[src/rtl/sc_speed_tick_gen_pkg.sv]
// Shared definitions for the speed tick generator: FSM state encoding and the
// level-to-period function also intended for the HUD speed display.
package sc_speed_tick_gen_pkg;

    typedef enum logic [1:0] {
        ST_CLEAR = 2'd0,
        ST_RUN   = 2'd1,
        ST_PAUSE = 2'd2
    } speed_state_t;

    // Period in clocks for a level; the floor test happens before the subtraction
    // so the result never underflows.
    function automatic int unsigned sc_speed_period(
        input int unsigned level,
        input int unsigned base_period,
        input int unsigned step,
        input int unsigned min_period
    );
        int unsigned cut;
        if (base_period <= min_period) begin
            return min_period;
        end
        cut = level * step;
        if (cut >= base_period - min_period) begin
            return min_period;
        end
        return base_period - cut;
    endfunction

endpackage

[src/rtl/sc_speed_tick_gen_if.sv]
// Bundle between the speed tick generator and its environment (counter value,
// player controls in; counter control, tick and level status out).
interface sc_speed_tick_gen_if #(
    parameter int unsigned DATAWIDTH  = 27,
    parameter int unsigned LEVELWIDTH = 3
);
    logic [DATAWIDTH-1:0]  count;
    logic                  level_up_n;
    logic                  pause_n;
    logic                  upcount_n;
    logic                  tick;
    logic [LEVELWIDTH-1:0] level;
    logic                  max_level;

    modport master (
        output count, level_up_n, pause_n,
        input  upcount_n, tick, level, max_level
    );

    modport slave (
        input  count, level_up_n, pause_n,
        output upcount_n, tick, level, max_level
    );
endinterface

[src/rtl/sc_speed_tick_gen_period_lut.sv]
// Combinational level -> compare threshold (period minus the two cycles spent
// in the clear state and on the registered compare).
module sc_speed_period_lut
    import sc_speed_tick_gen_pkg::*;
#(
    parameter int unsigned DATAWIDTH   = 27,
    parameter int unsigned LEVELWIDTH  = 3,
    parameter int unsigned BASE_PERIOD = 50000000,
    parameter int unsigned STEP        = 5000000,
    parameter int unsigned MIN_PERIOD  = 5000000
) (
    input  logic [LEVELWIDTH-1:0] level,
    output logic [DATAWIDTH-1:0]  threshold
);
    always_comb begin
        threshold = DATAWIDTH'(sc_speed_period(32'(level), BASE_PERIOD, STEP, MIN_PERIOD) - 32'd2);
    end
endmodule

[src/rtl/sc_speed_tick_gen.sv]
// Speed tick generator: watches the free-running counter, restarts it every
// level-dependent period, emits a one-cycle tick and tracks difficulty level.
module sc_speed_tick_gen
    import sc_speed_tick_gen_pkg::*;
#(
    parameter int unsigned DATAWIDTH   = 27,
    parameter int unsigned LEVELWIDTH  = 3,
    parameter int unsigned BASE_PERIOD = 50000000,
    parameter int unsigned STEP        = 5000000,
    parameter int unsigned MIN_PERIOD  = 5000000
) (
    input  logic              SC_SPEEDTICK_CLOCK_50,
    input  logic              SC_SPEEDTICK_RESET_InLow,
    sc_speed_tick_gen_if.slave bus
);
    localparam logic [LEVELWIDTH-1:0] LEVEL_MAX  = '1;
    localparam logic [DATAWIDTH-1:0]  THRESH_RST =
        DATAWIDTH'(sc_speed_period(32'd0, BASE_PERIOD, STEP, MIN_PERIOD) - 32'd2);

    speed_state_t          state;
    logic                  level_hist;
    logic [LEVELWIDTH-1:0] level;
    logic [LEVELWIDTH-1:0] level_next;
    logic                  max_level;
    logic [DATAWIDTH-1:0]  threshold;
    logic [DATAWIDTH-1:0]  lut_threshold;
    logic                  tick;
    logic                  upcount_n;

    sc_speed_period_lut #(
        .DATAWIDTH  (DATAWIDTH),
        .LEVELWIDTH (LEVELWIDTH),
        .BASE_PERIOD(BASE_PERIOD),
        .STEP       (STEP),
        .MIN_PERIOD (MIN_PERIOD)
    ) u_period_lut (
        .level    (level),
        .threshold(lut_threshold)
    );

    always_comb begin
        level_next = level + LEVELWIDTH'(1);
    end

    // Threshold follows the level register, so it reloads one cycle after a level change.
    always_ff @(posedge SC_SPEEDTICK_CLOCK_50 or negedge SC_SPEEDTICK_RESET_InLow) begin
        if (!SC_SPEEDTICK_RESET_InLow) begin
            level_hist <= 1'b1;
            level      <= '0;
            max_level  <= 1'b0;
            threshold  <= THRESH_RST;
        end else begin
            level_hist <= bus.level_up_n;
            threshold  <= lut_threshold;
            if (level_hist && !bus.level_up_n && level != LEVEL_MAX) begin
                level     <= level_next;
                max_level <= (level_next == LEVEL_MAX);
            end
        end
    end

    always_ff @(posedge SC_SPEEDTICK_CLOCK_50 or negedge SC_SPEEDTICK_RESET_InLow) begin
        if (!SC_SPEEDTICK_RESET_InLow) begin
            state     <= ST_CLEAR;
            upcount_n <= 1'b1;
            tick      <= 1'b0;
        end else begin
            tick <= 1'b0;
            unique case (state)
                ST_CLEAR: begin
                    if (!bus.pause_n) begin
                        state     <= ST_PAUSE;
                        upcount_n <= 1'b1;
                    end else begin
                        state     <= ST_RUN;
                        upcount_n <= 1'b0;
                    end
                end
                ST_RUN: begin
                    // Pause outranks a threshold hit in the same cycle.
                    if (!bus.pause_n) begin
                        state     <= ST_PAUSE;
                        upcount_n <= 1'b1;
                    end else if (bus.count >= threshold) begin
                        state     <= ST_CLEAR;
                        upcount_n <= 1'b1;
                        tick      <= 1'b1;
                    end
                end
                ST_PAUSE: begin
                    upcount_n <= 1'b1;
                    if (bus.pause_n) begin
                        state <= ST_CLEAR;
                    end
                end
                default: begin
                    state     <= ST_CLEAR;
                    upcount_n <= 1'b1;
                end
            endcase
        end
    end

    assign bus.tick      = tick;
    assign bus.upcount_n = upcount_n;
    assign bus.level     = level;
    assign bus.max_level = max_level;
endmodule

[src/flat_wrapper.sv]
// flat-port wrapper written by rule: the top's interface ports become plain ports
module sc_speed_tick_gen_flat import sc_speed_tick_gen_pkg::*;
#(
    parameter int unsigned DATAWIDTH   = 27,
    parameter int unsigned LEVELWIDTH  = 3,
    parameter int unsigned BASE_PERIOD = 50000000,
    parameter int unsigned STEP        = 5000000,
    parameter int unsigned MIN_PERIOD  = 5000000
)
  (SC_SPEEDTICK_CLOCK_50, SC_SPEEDTICK_RESET_InLow, bus_count, bus_level_up_n, bus_pause_n, bus_upcount_n, bus_tick, bus_level, bus_max_level);
  sc_speed_tick_gen_if #(.DATAWIDTH(DATAWIDTH), .LEVELWIDTH(LEVELWIDTH)) bus_i ();
  input  logic SC_SPEEDTICK_CLOCK_50;
  input  logic SC_SPEEDTICK_RESET_InLow;
  input wire logic [$bits(bus_i.count)-1:0] bus_count;
  input wire logic [$bits(bus_i.level_up_n)-1:0] bus_level_up_n;
  input wire logic [$bits(bus_i.pause_n)-1:0] bus_pause_n;
  output wire logic [$bits(bus_i.upcount_n)-1:0] bus_upcount_n;
  output wire logic [$bits(bus_i.tick)-1:0] bus_tick;
  output wire logic [$bits(bus_i.level)-1:0] bus_level;
  output wire logic [$bits(bus_i.max_level)-1:0] bus_max_level;
  assign bus_i.count = bus_count;
  assign bus_i.level_up_n = bus_level_up_n;
  assign bus_i.pause_n = bus_pause_n;
  assign bus_upcount_n = bus_i.upcount_n;
  assign bus_tick = bus_i.tick;
  assign bus_level = bus_i.level;
  assign bus_max_level = bus_i.max_level;
  sc_speed_tick_gen #(.DATAWIDTH(DATAWIDTH), .LEVELWIDTH(LEVELWIDTH), .BASE_PERIOD(BASE_PERIOD), .STEP(STEP), .MIN_PERIOD(MIN_PERIOD)) u_core (.SC_SPEEDTICK_CLOCK_50(SC_SPEEDTICK_CLOCK_50), .SC_SPEEDTICK_RESET_InLow(SC_SPEEDTICK_RESET_InLow), .bus(bus_i));
endmodule
[config.mk]
export PLATFORM = sky130hd
export DESIGN_NAME = sc_speed_tick_gen_flat
export DESIGN_NICKNAME = d
export VERILOG_FILES = /design/src/rtl/sc_speed_tick_gen_pkg.sv /design/src/rtl/sc_speed_tick_gen_if.sv /design/src/rtl/sc_speed_tick_gen_period_lut.sv /design/src/rtl/sc_speed_tick_gen.sv /design/src/flat_wrapper.sv
export SDC_FILE = /design/constraint.sdc
export NUM_CORES = 1
export LEC_CHECK = 0
export CAP_MARGIN = 20
export CORE_MARGIN = 2
export CORE_UTILIZATION = 40
export CTS_CLUSTER_SIZE = 24
export DETAILED_ROUTE_END_ITERATION = 10
export SYNTH_ARGS = -nofsm -noshare
export SYNTH_HDL_FRONTEND = slang
export SYNTH_SLANG_ARGS = --single-unit
export TNS_END_PERCENT = 30
[constraint.sdc]
create_clock -name SC_SPEEDTICK_CLOCK_50 -period 5.4 [get_ports SC_SPEEDTICK_CLOCK_50]
set_input_delay 1.08 -clock SC_SPEEDTICK_CLOCK_50 [delete_from_list [all_inputs] [get_ports SC_SPEEDTICK_CLOCK_50]]
set_output_delay 1.08 -clock SC_SPEEDTICK_CLOCK_50 [all_outputs]
set_load 0.01 [all_outputs]
==> results of run 1 <==
-- how the worst max path moves through the flow --
| stage | depth (start not counted) | startpoint | slack [ps] | endpoint |
|---|---|---|---|---|
| 6_report | 17 | u_core.bus.level[0] | 530 | u_core.threshold[26] |
| 5_1_grt | 17 | u_core.bus.level[0] | 160 | u_core.threshold[26] |
| 4_1_cts | 17 | u_core.bus.level[0] | 560 | u_core.threshold[26] |
| 3_5_place_dp | 17 | u_core.bus.level[0] | 600 | u_core.threshold[26] |
| 3_3_place_gp | 16 | u_core.bus.level[2] | 750 | u_core.threshold[26] |
| 2_1_floorplan | 19 | u_core.bus.level[0] | 640 | u_core.threshold[26] |
-- worst reg2reg max path, stage by stage, from the launching register on --
cell	delay [ps]
dfrtp_1	630
inv_1	250
ha_1	360
ha_1	220
inv_1	70
fa_1	450
xor2_2	380
xnor2_1	210
nor4_1	80
and3_1	220
o211a_1	250
nor2_1	140
ha_1	290
nand2_1	150
nor4_4	360
nand2_1	80
or3_1	370
nor4_2	250
-- cells in the mapped netlist (2+ instances only) --
master    number  area, um^2
nor4_2         4        50.1
or4_1          2        15.0
and4_1         2        17.5
buf_2          2        10.0
nand4b_1       2        17.5
and2_1         3        18.8
o21bai_1       3        22.5
a31oi_4        2        42.5
nor4_1         2        12.5
xnor2_1       24         210
xor2_1         9        78.8
o21ai_0       12        60.1
dfstp_2       14         368
o211ai_1       2        15.0
ha_1          40         500
a21oi_1       20         100
mux2i_1        3        30.0
dfrtp_1       16         400
o21a_1         2        15.0
nand3b_1       2        15.0
nand2b_1       6        37.5
nand3_1       14        70.1
o21ai_1        2        10.0
xor2_2         3        48.8
a31oi_1        3        18.8
a21o_1        13        97.6
nor4b_1        2        17.5
or3_1          4        25.0
nor3b_1        2        15.0
buf_4          4        30.0
nor3_1         7        35.0
inv_1         35         131
nor2_1        20        75.1
xnor2_2        2        32.5
clkbuf_1       7        26.3
nand2_1       35         131
a21boi_0       2        15.0
o31a_1         2        17.5
nand4_1        9        56.3
-- kinds of logic after synthesis --
family	after synthesis	synth area share
adders and majority gates	41	0.157
xor gates and xnor gates	38	0.112
AOI/OAI and AO/OA	87	0.205
buffers and inverters	50	0.0643
muxes	3	0.00908
DFF	30	0.232
and+or+nand+nor	126	0.220
-- layer usage --
| metal | share of wire | wire (um) | up-vias | global-route usage |
|---|---|---|---|---|
| li1 | - | - | 1406 | - |
| met1 | 0.46 | 3730 | 1295 | 0.245 |
| met2 | 0.47 | 3830 | 72 | 0.326 |
| met3 | 0.050 | 401 | 12 | 0.0351 |
| met4 | 0.014 | 116 | 0 | 0.0592 |
| met5 | 0 | 0 | - | 0 |
-- state kept, by name, indices dropped and copies added, names as in the netlist --
register and count:
u_core.bus.max_level 1, u_core.bus.level 3, u_core.bus.tick 1, u_core.level_hist 1, u_core.state 2, u_core.bus.upcount_n 1, u_core.threshold 21
-- cell usage in the layout (no fill, tap or decap), drive strengths merged, types with 4 or more instances in the layout --
cell	netlist	routed
a21o	13	13
a21oi	21	21
a31oi	5	5
buf	7	6
clkbuf	7	6
clkdlybuf4s50	0	36
dfrtp	16	16
dfstp	14	14
ha	40	40
inv	35	35
nand2	35	35
nand2b	7	7
nand3	14	14
nand4	9	9
nor2	20	20
nor3	8	8
nor4	7	7
nor4b	4	4
o21ai	14	14
or3	4	4
xnor2	26	26
xor2	12	12
-- final cells by class --
cell class,instances,area share
multi-input cells,295,0.604
flip-flops and latches,30,0.200
repair buffers,42,0.105
inverters,36,0.0351
well taps,105,0.0341
clock buffers,6,0.0188
clock inverters,2,0.00260
-- report_power, final --
part / switching, W / internal [W]
sequential: 0.00000101 / 0.000228
combinational: 0.0000189 / 0.0000311
clock: 0.0000959 / 0.0000894
total: 0.000116 / 0.000349
-- per-stage QoR --
stage	setup slack (ps)	hold slack (ps)	power, W
2_1_floorplan	643	404	0.000250
3_3_place_gp	754	423	0.000283
3_5_place_dp	599	439	0.000284
4_1_cts	555	447	0.000470
5_1_grt	161	462	0.000484
6_report	531	443	0.000464
==> results.md, run 1 <==
* Non-filler instance count after layout at 516
* Max-slew headroom at 0.467
* Die area at 9010 um^2
* First-pass GRT wire length at 13300 um
* Synth warn at 0
* Kind of start point of the critical path: register
* Final #Nets at 482
* Inserted Diodes at 0
* Die Ht at 94.9 um
* # IOs at 37
* Congestion Overflow GR at 0
* Clk_skew at 7.62 ps
* Remaining DRCs at 0
* Post-Syn Instances at 375
* Worst hold path class: reg -> reg
* Multi-input logic area at 2330 um^2
* EDFF count, synth at 0
* # Max-Cap Violations at 0
* Fraction of the cycle the final worst path needs at 0.902
* RSZ-0062 raised after global routing: false
* Total number of vias at 2785
* Ys async rst share at 1.00
* CTS Buf Count at 5
* Final Max Slew Viols at 0
* Seq/Total Area, Yosys at 0.232
* Final hold violation count at 0
* Placed cell count at 508
* Crit-path max FO at 13
* R2R setup slack at 530 ps
* Total GRT Usage at 0.191
* Register area at 768 um^2
* Sum Neg Setup Slack at 0 ps
* Std cell rows at 33
* PD cells at 121 nW/um^2
* Area of the mapped netlist at 3310 um^2
* Crit Path Category: reg -> reg
* Hold path startpoint: u_core.state[1]
* Placed cell area at 3770 um^2
* Initial antenna violation count at 0
* Post-CTS Setup Bufs at 0
* Via density at 5.40
* Worst-Skew Late Latency at 290 ps
* Register bit count reported by yosys at 30
* Starting density of the core at 0.407
* Worst Tran Pin Value at 798 ps
* CTS tree: built
* # clock sinks at 30
* Worst path slowest cell: dfrtp_1
* Synth unique cells at 76
* Clock slew at reported path FFs at 80 ps
* Critical path endpoint category: register
* Cell-by-cell trace of the critical path: inv_1 -> ha_1 -> ha_1 -> inv_1 -> fa_1 -> xor2_2 -> xnor2_1 -> nor4_1 -> and3_1 -> o211a_1 -> nor2_1 -> ha_1 -> nand2_1 -> nor4_4 -> nand2_1 -> or3_1 -> nor4_2
* Largest net degree at the start of global routing at 31
* H-tree depth at 2
* Vias in the first global route at 2717
* Share of cells above drive strength 1 at 0.131
* Crit path DAT at 5070 ps
* Gpl congestion at 0.907
* Root buf cell: clkbuf_8
* Critical register-to-register path endpoint: u_core.threshold[26]
* Post-route antenna net violation count at 0
* Worst hold endpoint: u_core.state[1]
* Post-synthesis area per instance at 8.82 um^2
* Origin of the critical flop-to-flop path: u_core.bus.level[0]
* Post-synth top flop: dfrtp_1
* Leak pwr at 1.68 nW
* Final Core Density at 0.473
* Worst vdd ir at 0.0752 mV
* Reg2Reg Depth at 17
* Std-Cell Core Area at 8130 um^2
* Cell area after layout at 3850 um^2
* Horiz. Die Dim at 94.9 um
* CP Buf/Inv Count at 2
* Port-buffer cells at 36
* Min cycle time layout at 4870 ps
* Slowest cell delay on critical path at 630 ps
* Avg WL per Cell at 15.7 um
* Cell with the most instances on the worst path: ha_1
* Hold Buf Count CTS at 0
* Worst Path Required at 5600 ps
* Longest Clk Path Bufs at 2
* Synth-to-layout area growth at 16.4%
* Hold Path Cell Cnt at 1
* Fillers at 799
* CP delay by family, top: simple AND/OR/NAND/NOR gates
* Achievable clock frequency at 205 MHz
* # setup viols final at 0
* WL final at 8080 um
* HPWL after DPL at 6320 um
* PostCTS Resize Cnt at 0
* First drt pass iteration count at 4
* Initial DRC count at 116
* Run status: finished clean
* Synth Net Count at 447
(Power assumes the default switching activity.)
==> inputs of run 2 (changes only) <==
- clock period: 5.4 -> 5.5 ns (I/O delays scaled with it)
==> run 2 against run 1 <==
Worst setup slack improved by 99 ps. Cell count is the same. Clock skew rose by 5.1 ps. Utilization up 0.32 points. Die area did not move. Sequential cell count is the same. First-iteration DRC count fell by 19%. Sequential power fell by 2%. Hold slack worse by 9.7 ps. Largest cell class unchanged.
==> results.md, run 2 (synthesized netlist as in run 1, its figures left out) <==
* Final Max Slew Viols at 0 (unchanged)
* Max-slew headroom at 0.417 (was 0.467)
* Final #Nets at 482 (unchanged)
* Starting density of the core at 0.407 (unchanged)
* CTS tree: built (unchanged)
* Worst vdd ir at 0.0768 mV (was 0.0752 mV)
* Std cell rows at 33 (unchanged)
* Psw at 0.000111 W (was 0.000116 W)
* Largest regs: u_core.threshold x21, u_core.bus.level x3, u_core.state x2 (unchanged)
* Power after layout at 0.000499 W (was 0.000464 W)
* Post-CTS Setup Bufs at 0 (unchanged)
* Worst Path Required at 5700 ps (was 5600 ps)
* Horiz. Die Dim at 94.9 um (unchanged)
* Initial antenna violation count at 0 (unchanged)
* RSZ-0062 raised after global routing: false (unchanged)
* Post-route antenna net violation count at 0 (unchanged)
* Total GRT Usage at 0.189 (was 0.191)
* Crit Path Category: reg -> reg (unchanged)
* Congestion Overflow GR at 0 (unchanged)
* Origin of the critical flop-to-flop path: u_core.bus.level[2] (was u_core.bus.level[0])
* Avg WL per Cell at 15.5 um (was 15.7 um)
* Worst-Skew Late Latency at 290 ps (about the same)
* First drt pass iteration count at 4 (unchanged)
* # clock sinks at 30 (unchanged)
* Leak pwr at 1.70 nW (was 1.68 nW)
* Crit-path max FO at 14 (was 13)
* # setup viols final at 0 (unchanged)
* Most flop-heavy register: u_core.threshold (unchanged)
* Sequential Power Share at 0.451 (was 0.493)
* Cell area after layout at 3880 um^2 (was 3850 um^2)
* Final hold violation count at 0 (unchanged)
* Largest register FFs at 21 (unchanged)
* Die Ht at 94.9 um (unchanged)
* PD cells at 129 nW/um^2 (was 121 nW/um^2)
* HPWL after DPL at 6340 um (was 6320 um)
* Root buf cell: clkbuf_8 (unchanged)
* PostCTS Resize Cnt at 0 (unchanged)
* Achievable clock frequency at 205 MHz (about the same)
* Power Internal at 0.000388 W (was 0.000349 W)
* Met2 wire length at 4030 um (was 3830 um)
* Clock slew at reported path FFs at 80 ps (about the same)
* Gpl congestion at 0.867 (was 0.907)
* First-pass GRT wire length at 13200 um (was 13300 um)
* Critical path capture point: u_core.threshold[26] (unchanged)
* Clk network pwr share at 0.450 (was 0.399)
* Via density at 5.34 (was 5.40)
* Hold Buf Count CTS at 0 (unchanged)
* Port-buffer cells at 36 (unchanged)
* Die area at 9010 um^2 (unchanged)
* Comb pwr share at 0.099 (was 0.108)
* Std-Cell Core Area at 8130 um^2 (unchanged)
* Total number of vias at 2757 (was 2785)
* Worst hold path class: reg -> reg (unchanged)
* Synth-to-layout area growth at 17.2% (was 16.4%)
* Clk_skew at 12.7 ps (was 7.62 ps)
* Min cycle time layout at 4870 ps (about the same)
* CTS Buf Count at 5 (unchanged)
* Initial DRC count at 94 (was 116)
* Kind of start point of the critical path: register (unchanged)
* WL final at 7990 um (was 8080 um)
* Critical Path Start: u_core.bus.level[2] (was u_core.bus.level[0])
* R2R setup slack at 630 ps (was 530 ps)
* # Max-Cap Violations at 0 (unchanged)
* Commonest non-fill, non-tap cells in the layout: ha_1, clkdlybuf4s50_1, inv_1, nand2_1, xnor2_1 (unchanged)
* Longest Clk Path Bufs at 2 (unchanged)
* Sum Neg Setup Slack at 0 ps (unchanged)
* Sw Share at 0.223 (was 0.249)
* Placed cell area at 3770 um^2 (unchanged)
* Largest net degree at the start of global routing at 31 (unchanged)
* Top layer in use: met4 (unchanged)
* Inserted Diodes at 0 (unchanged)
* Met3 Wirelength at 322 um (was 401 um)
* Metal1 wirelength at 3540 um (was 3730 um)
* Remaining DRCs at 0 (unchanged)
* Critical path endpoint category: register (unchanged)
* H-tree depth at 2 (unchanged)
* Most common cell after layout, fill and taps aside: ha_1 (unchanged)
* Reg2Reg Depth at 17 (unchanged)
* Fraction of the cycle the final worst path needs at 0.885 (was 0.902)
* Share of cells above drive strength 1 at 0.134 (was 0.131)
* Worst Tran Pin Value at 873 ps (was 798 ps)
* Crit path DAT at 5070 ps (about the same)
* Vias in the first global route at 2726 (was 2717)
* # IOs at 37 (unchanged)
* Run status: finished clean (unchanged)
* Critical register-to-register path endpoint: u_core.threshold[26] (unchanged)
run 2: cell types whose count changed in the layout (fill, tap and decap cells not counted):
cell / change
bufinv_16: +1
clkbuf_1: -1
run 2: final cells by class:
cell class | instances | area, um^2
Sequential cell | 30 | 768
Tap cell | 105 | 131
Fill cell | 804 | 4260
Clock inverter | 3 | 40.0
Multi-Input combinational cell | 295 | 2330
Inverter | 36 | 135
Timing Repair Buffer | 42 | 405
Clock buffer | 5 | 68.8
run 2: through the flow:
step	std cells	worst slack, ps	hold WS, ps	util
2_1_floorplan	375	743	404	-
3_3_place_gp	508	839	424	0.463
3_5_place_dp	508	726	427	0.463
4_1_cts	516	649	436	0.477
5_1_grt	516	274	440	0.477
6_report	516	630	433	0.477
run 2: worst min path at each step:
| stage | to | slack [ps] | startpoint | cells after the start |
|---|---|---|---|---|
| after floorplan | u_core.state[1] | 400 | u_core.state[1] | 1 |
| after global placement | u_core.state[1] | 420 | u_core.state[1] | 1 |
| after detailed placement | u_core.state[1] | 430 | u_core.state[1] | 1 |
| after CTS | u_core.state[1] | 440 | u_core.state[1] | 1 |
| after global routing | u_core.state[1] | 440 | u_core.state[1] | 1 |
| final | u_core.state[1] | 430 | u_core.state[1] | 1 |
run 2: per-layer routing:
metal | GRT usage | vias to the layer above
li1 | - | 1399
met1 | 0.227 | 1291
met2 | 0.349 | 59
met3 | 0.0287 | 8
met4 | 0.0483 | 0
met5 | 0 | -
run 2: critical path: stages, from the launching register on:
cell and delay (ps):
dfrtp_1 650, ha_1 390, ha_1 270, inv_1 70, fa_1 460, xor2_2 360
xnor2_1 210, nor4_1 80, and3_1 210, o211a_1 220, buf_4 170, nor2_1 150
ha_1 280, nand2_1 150, nor4_4 360, nand2_1 100, or3_1 370, nor4_2 250
run 2: power groups by stage:
stage	clock network (W)	registers, W	logic [W]
after floorplan	0	0.000229	0.0000168
after global placement	0	0.000229	0.0000491
after detailed placement	0	0.000229	0.0000501
after CTS	0.000230	0.000225	0.0000505
after global routing	0.000242	0.000225	0.0000559
final	0.000225	0.000225	0.0000494
==> RTL change (settings of run 2) <==
`STEP` is set to 5000000 in 3 places; all go to 2500000.
--- a/src/rtl/sc_speed_tick_gen_period_lut.sv
+++ b/src/rtl/sc_speed_tick_gen_period_lut.sv
@@ -7,5 +7,5 @@
     parameter int unsigned LEVELWIDTH  = 3,
     parameter int unsigned BASE_PERIOD = 50000000,
-    parameter int unsigned STEP        = 5000000,
+    parameter int unsigned STEP        = 2500000,
     parameter int unsigned MIN_PERIOD  = 5000000
 ) (
--- a/src/rtl/sc_speed_tick_gen.sv
+++ b/src/rtl/sc_speed_tick_gen.sv
@@ -7,5 +7,5 @@
     parameter int unsigned LEVELWIDTH  = 3,
     parameter int unsigned BASE_PERIOD = 50000000,
-    parameter int unsigned STEP        = 5000000,
+    parameter int unsigned STEP        = 2500000,
     parameter int unsigned MIN_PERIOD  = 5000000
 ) (
--- a/src/flat_wrapper.sv
+++ b/src/flat_wrapper.sv
@@ -5,5 +5,5 @@
     parameter int unsigned LEVELWIDTH  = 3,
     parameter int unsigned BASE_PERIOD = 50000000,
-    parameter int unsigned STEP        = 5000000,
+    parameter int unsigned STEP        = 2500000,
     parameter int unsigned MIN_PERIOD  = 5000000
 )
Formal check against the unedited RTL: not equivalent (Yosys sat finds a counterexample within 4 cycles, from zero or initial values and one cycle with SC_SPEEDTICK_RESET_InLow low).
==> RTL change against run 2 <==
- via count is 16% lower
- non-clock buffer count is 5 lower
- routed wire length is 21% lower
- sequential cell count stayed put
- hold slack better by 8.3 ps
- clock skew is 2.4 ps lower
- worst setup slack better by 870 ps
- final area is 17% lower
- largest cell class unchanged
- synthesized area is 17% lower
Power is left out: it rests on default switching activity, and per cell area and clock period it moved more than threefold.
==> RTL change: results (changes against run 2) <==
Status
  – Run status: completed

Final layout
  – Largest regs: u_core.threshold: 21 flops, u_core.bus.level: 3 flops, u_core.state: 2 flops
  – Fillers: 667 (-17%)
  – Share of layout cells above drive strength 1: 14.4% (+1.0 points)
  – Final #Nets: 396 (-18%)
  – Antenna cells: 0 (unchanged)
  – Most flop-heavy register: u_core.threshold

Placed design
  – Detailed placement HPWL: 4890 um (-23%)
  – Placed cell count: 405 (-20%)
  – Worst slack, placed: 1590 ps (+864 ps)
  – PortBufs: 36 (unchanged)
  – DP Area: 0.00310 sq mm (-18%)
  – Placer Congestion: 0.880 (+1.5%)

Global route
  – GR Util met2: 31.2% (-3.7 points)
  – GRT Resource Usage Total: 18.7% (-0.17 points)
  – Grt met1 use: 24.5% (+1.8 points)
  – First-pass GRT wire length: 11,100 um (-16%)
  – Pin count of the biggest net entering global routing: 31 (unchanged)
  – Antenna violations before repair: 0 (unchanged)
  – Met3 Usage GRT: 2.95% (+0.079 points)

Detailed routing
  – Routed wire per std cell: 15.3 um (-1.4%)
  – DR pass1 iterations: 4 (unchanged)
  – Routed via count: 2,303 (-16%)
  – DRT iter0 DRCs: 161 (+71%)
  – Total wire length: 6310 um (-21%)
  – DR DRC count: 0 (unchanged)

Critical path
  – Flop2flop setup slack: 1500 ps (+870 ps)
  – CP max-delay cell: dfrtp_1
  – R2r startpoint: u_core.bus.level[1]
  – Type of origin of the critical path: flip-flop
  – CP max stage delay: 700 ps (+50 ps)
  – Worst path arrival time: 4230 ps (-840 ps)
  – Critical path's top delay family: simple AND/OR/NAND/NOR gates
  – Worst setup endpoint: u_core.threshold[19]
  – Crit Path Max Fanout: 15 (+1)
  – R2R cell count: 10 (-7)

Synthesis
  – Cells after synthesis: 300 (-20%)
  – Yosys warnings: 0 (unchanged)
  – Primary FF master, synth: dfstp_2
  – Synth cell types: 63 (-17%)
  – Most frequent cells after synthesis: ha_1 (32), inv_1 (30), nor2_1 (21)
  – Seq/Total Area, Yosys: 28.1% (+4.8 points)
  – Ys async rst share: 100% (unchanged)
  – Syn_nets: 364 (-19%)
  – Largest cells by area after synthesis: ha_1 (15%), dfstp_2 (14%), dfrtp_1 (14%)

Clock tree
  – H-tree Lvls: 2 (unchanged)
  – Root buf cell: clkbuf_8
  – Clock-pin slew on the worst setup and hold paths: 70 ps
  – Setup Fix Bufs, Post-CTS: 0 (unchanged)
  – Cts bufs inserted: 5 (unchanged)
  – Clk Latency, worst-skew pair: 290 ps (about the same)
  – CTS max path bufs: 2 (unchanged)
  – Post-cts sizing count: 0 (unchanged)

STA
  – Worst-margin pin slew: 791 ps (-82.1 ps)
  – Final min period: 4000 ps (-866 ps)
  – Clock Skew: 10.3 ps (-2.37 ps)

Min path
  – Hold wc startpoint: u_core.state[1]
  – HP Class: reg -> reg
==> RTL change: cell count changes after synthesis, moves of 5 or more <==
cell	delta
a21o_1	-7
a21oi_1	-5
buf_6	+6
ha_1	-8
inv_1	-5
nand2_1	-18
nand3_1	-6
xnor2_1	-12
==> RTL change: worst min-delay path by stage <==
stage                                  to  depth (start not counted)  slack (ps)
after detailed placement  u_core.state[1]                          1         430
after floorplan           u_core.state[1]                          1         400
after CTS                 u_core.state[1]                          1         440
after global placement    u_core.state[1]                          1         430
after global routing      u_core.state[1]                          1         460
final                     u_core.state[1]                          1         440
==> RTL change: cell families (layout without fill, tap and decap cells) <==
kind of cell             Yosys count  after routing  share of synthesized area, %
buffers and inverters             43             76                          8.30
multiplexers                       2              2                         0.776
AND/OR/NAND/NOR                   89             89                          17.4
XOR/XNOR                          21             21                          7.25
adder cells (fa/ha/maj)           33             33                          15.3
AO/OA/AOI/OAI                     82             82                          22.9
flip-flops                        30             30                          28.1
==> RTL change: layout make-up <==
| cell class | instances | area (sq um) | area share (%) |
|---|---|---|---|
| clock buffers | 5 | 68.8 | 2.15 |
| clock inverters | 3 | 40.0 | 1.25 |
| inverters | 31 | 116 | 3.63 |
| multi-input cells | 227 | 1750 | 54.4 |
| flip-flops and latches | 30 | 769 | 24.0 |
| well taps | 80 | 100 | 3.12 |
| repair buffers | 37 | 368 | 11.5 |
==> RTL change: layer usage <==
| layer | up-vias | share of wire, % |
|---|---|---|
| li1 | 1151 | - |
| met1 | 1072 | 46 |
| met2 | 68 | 48 |
| met3 | 12 | 4.2 |
| met4 | 0 | 2.1 |
| met5 | - | 0 |
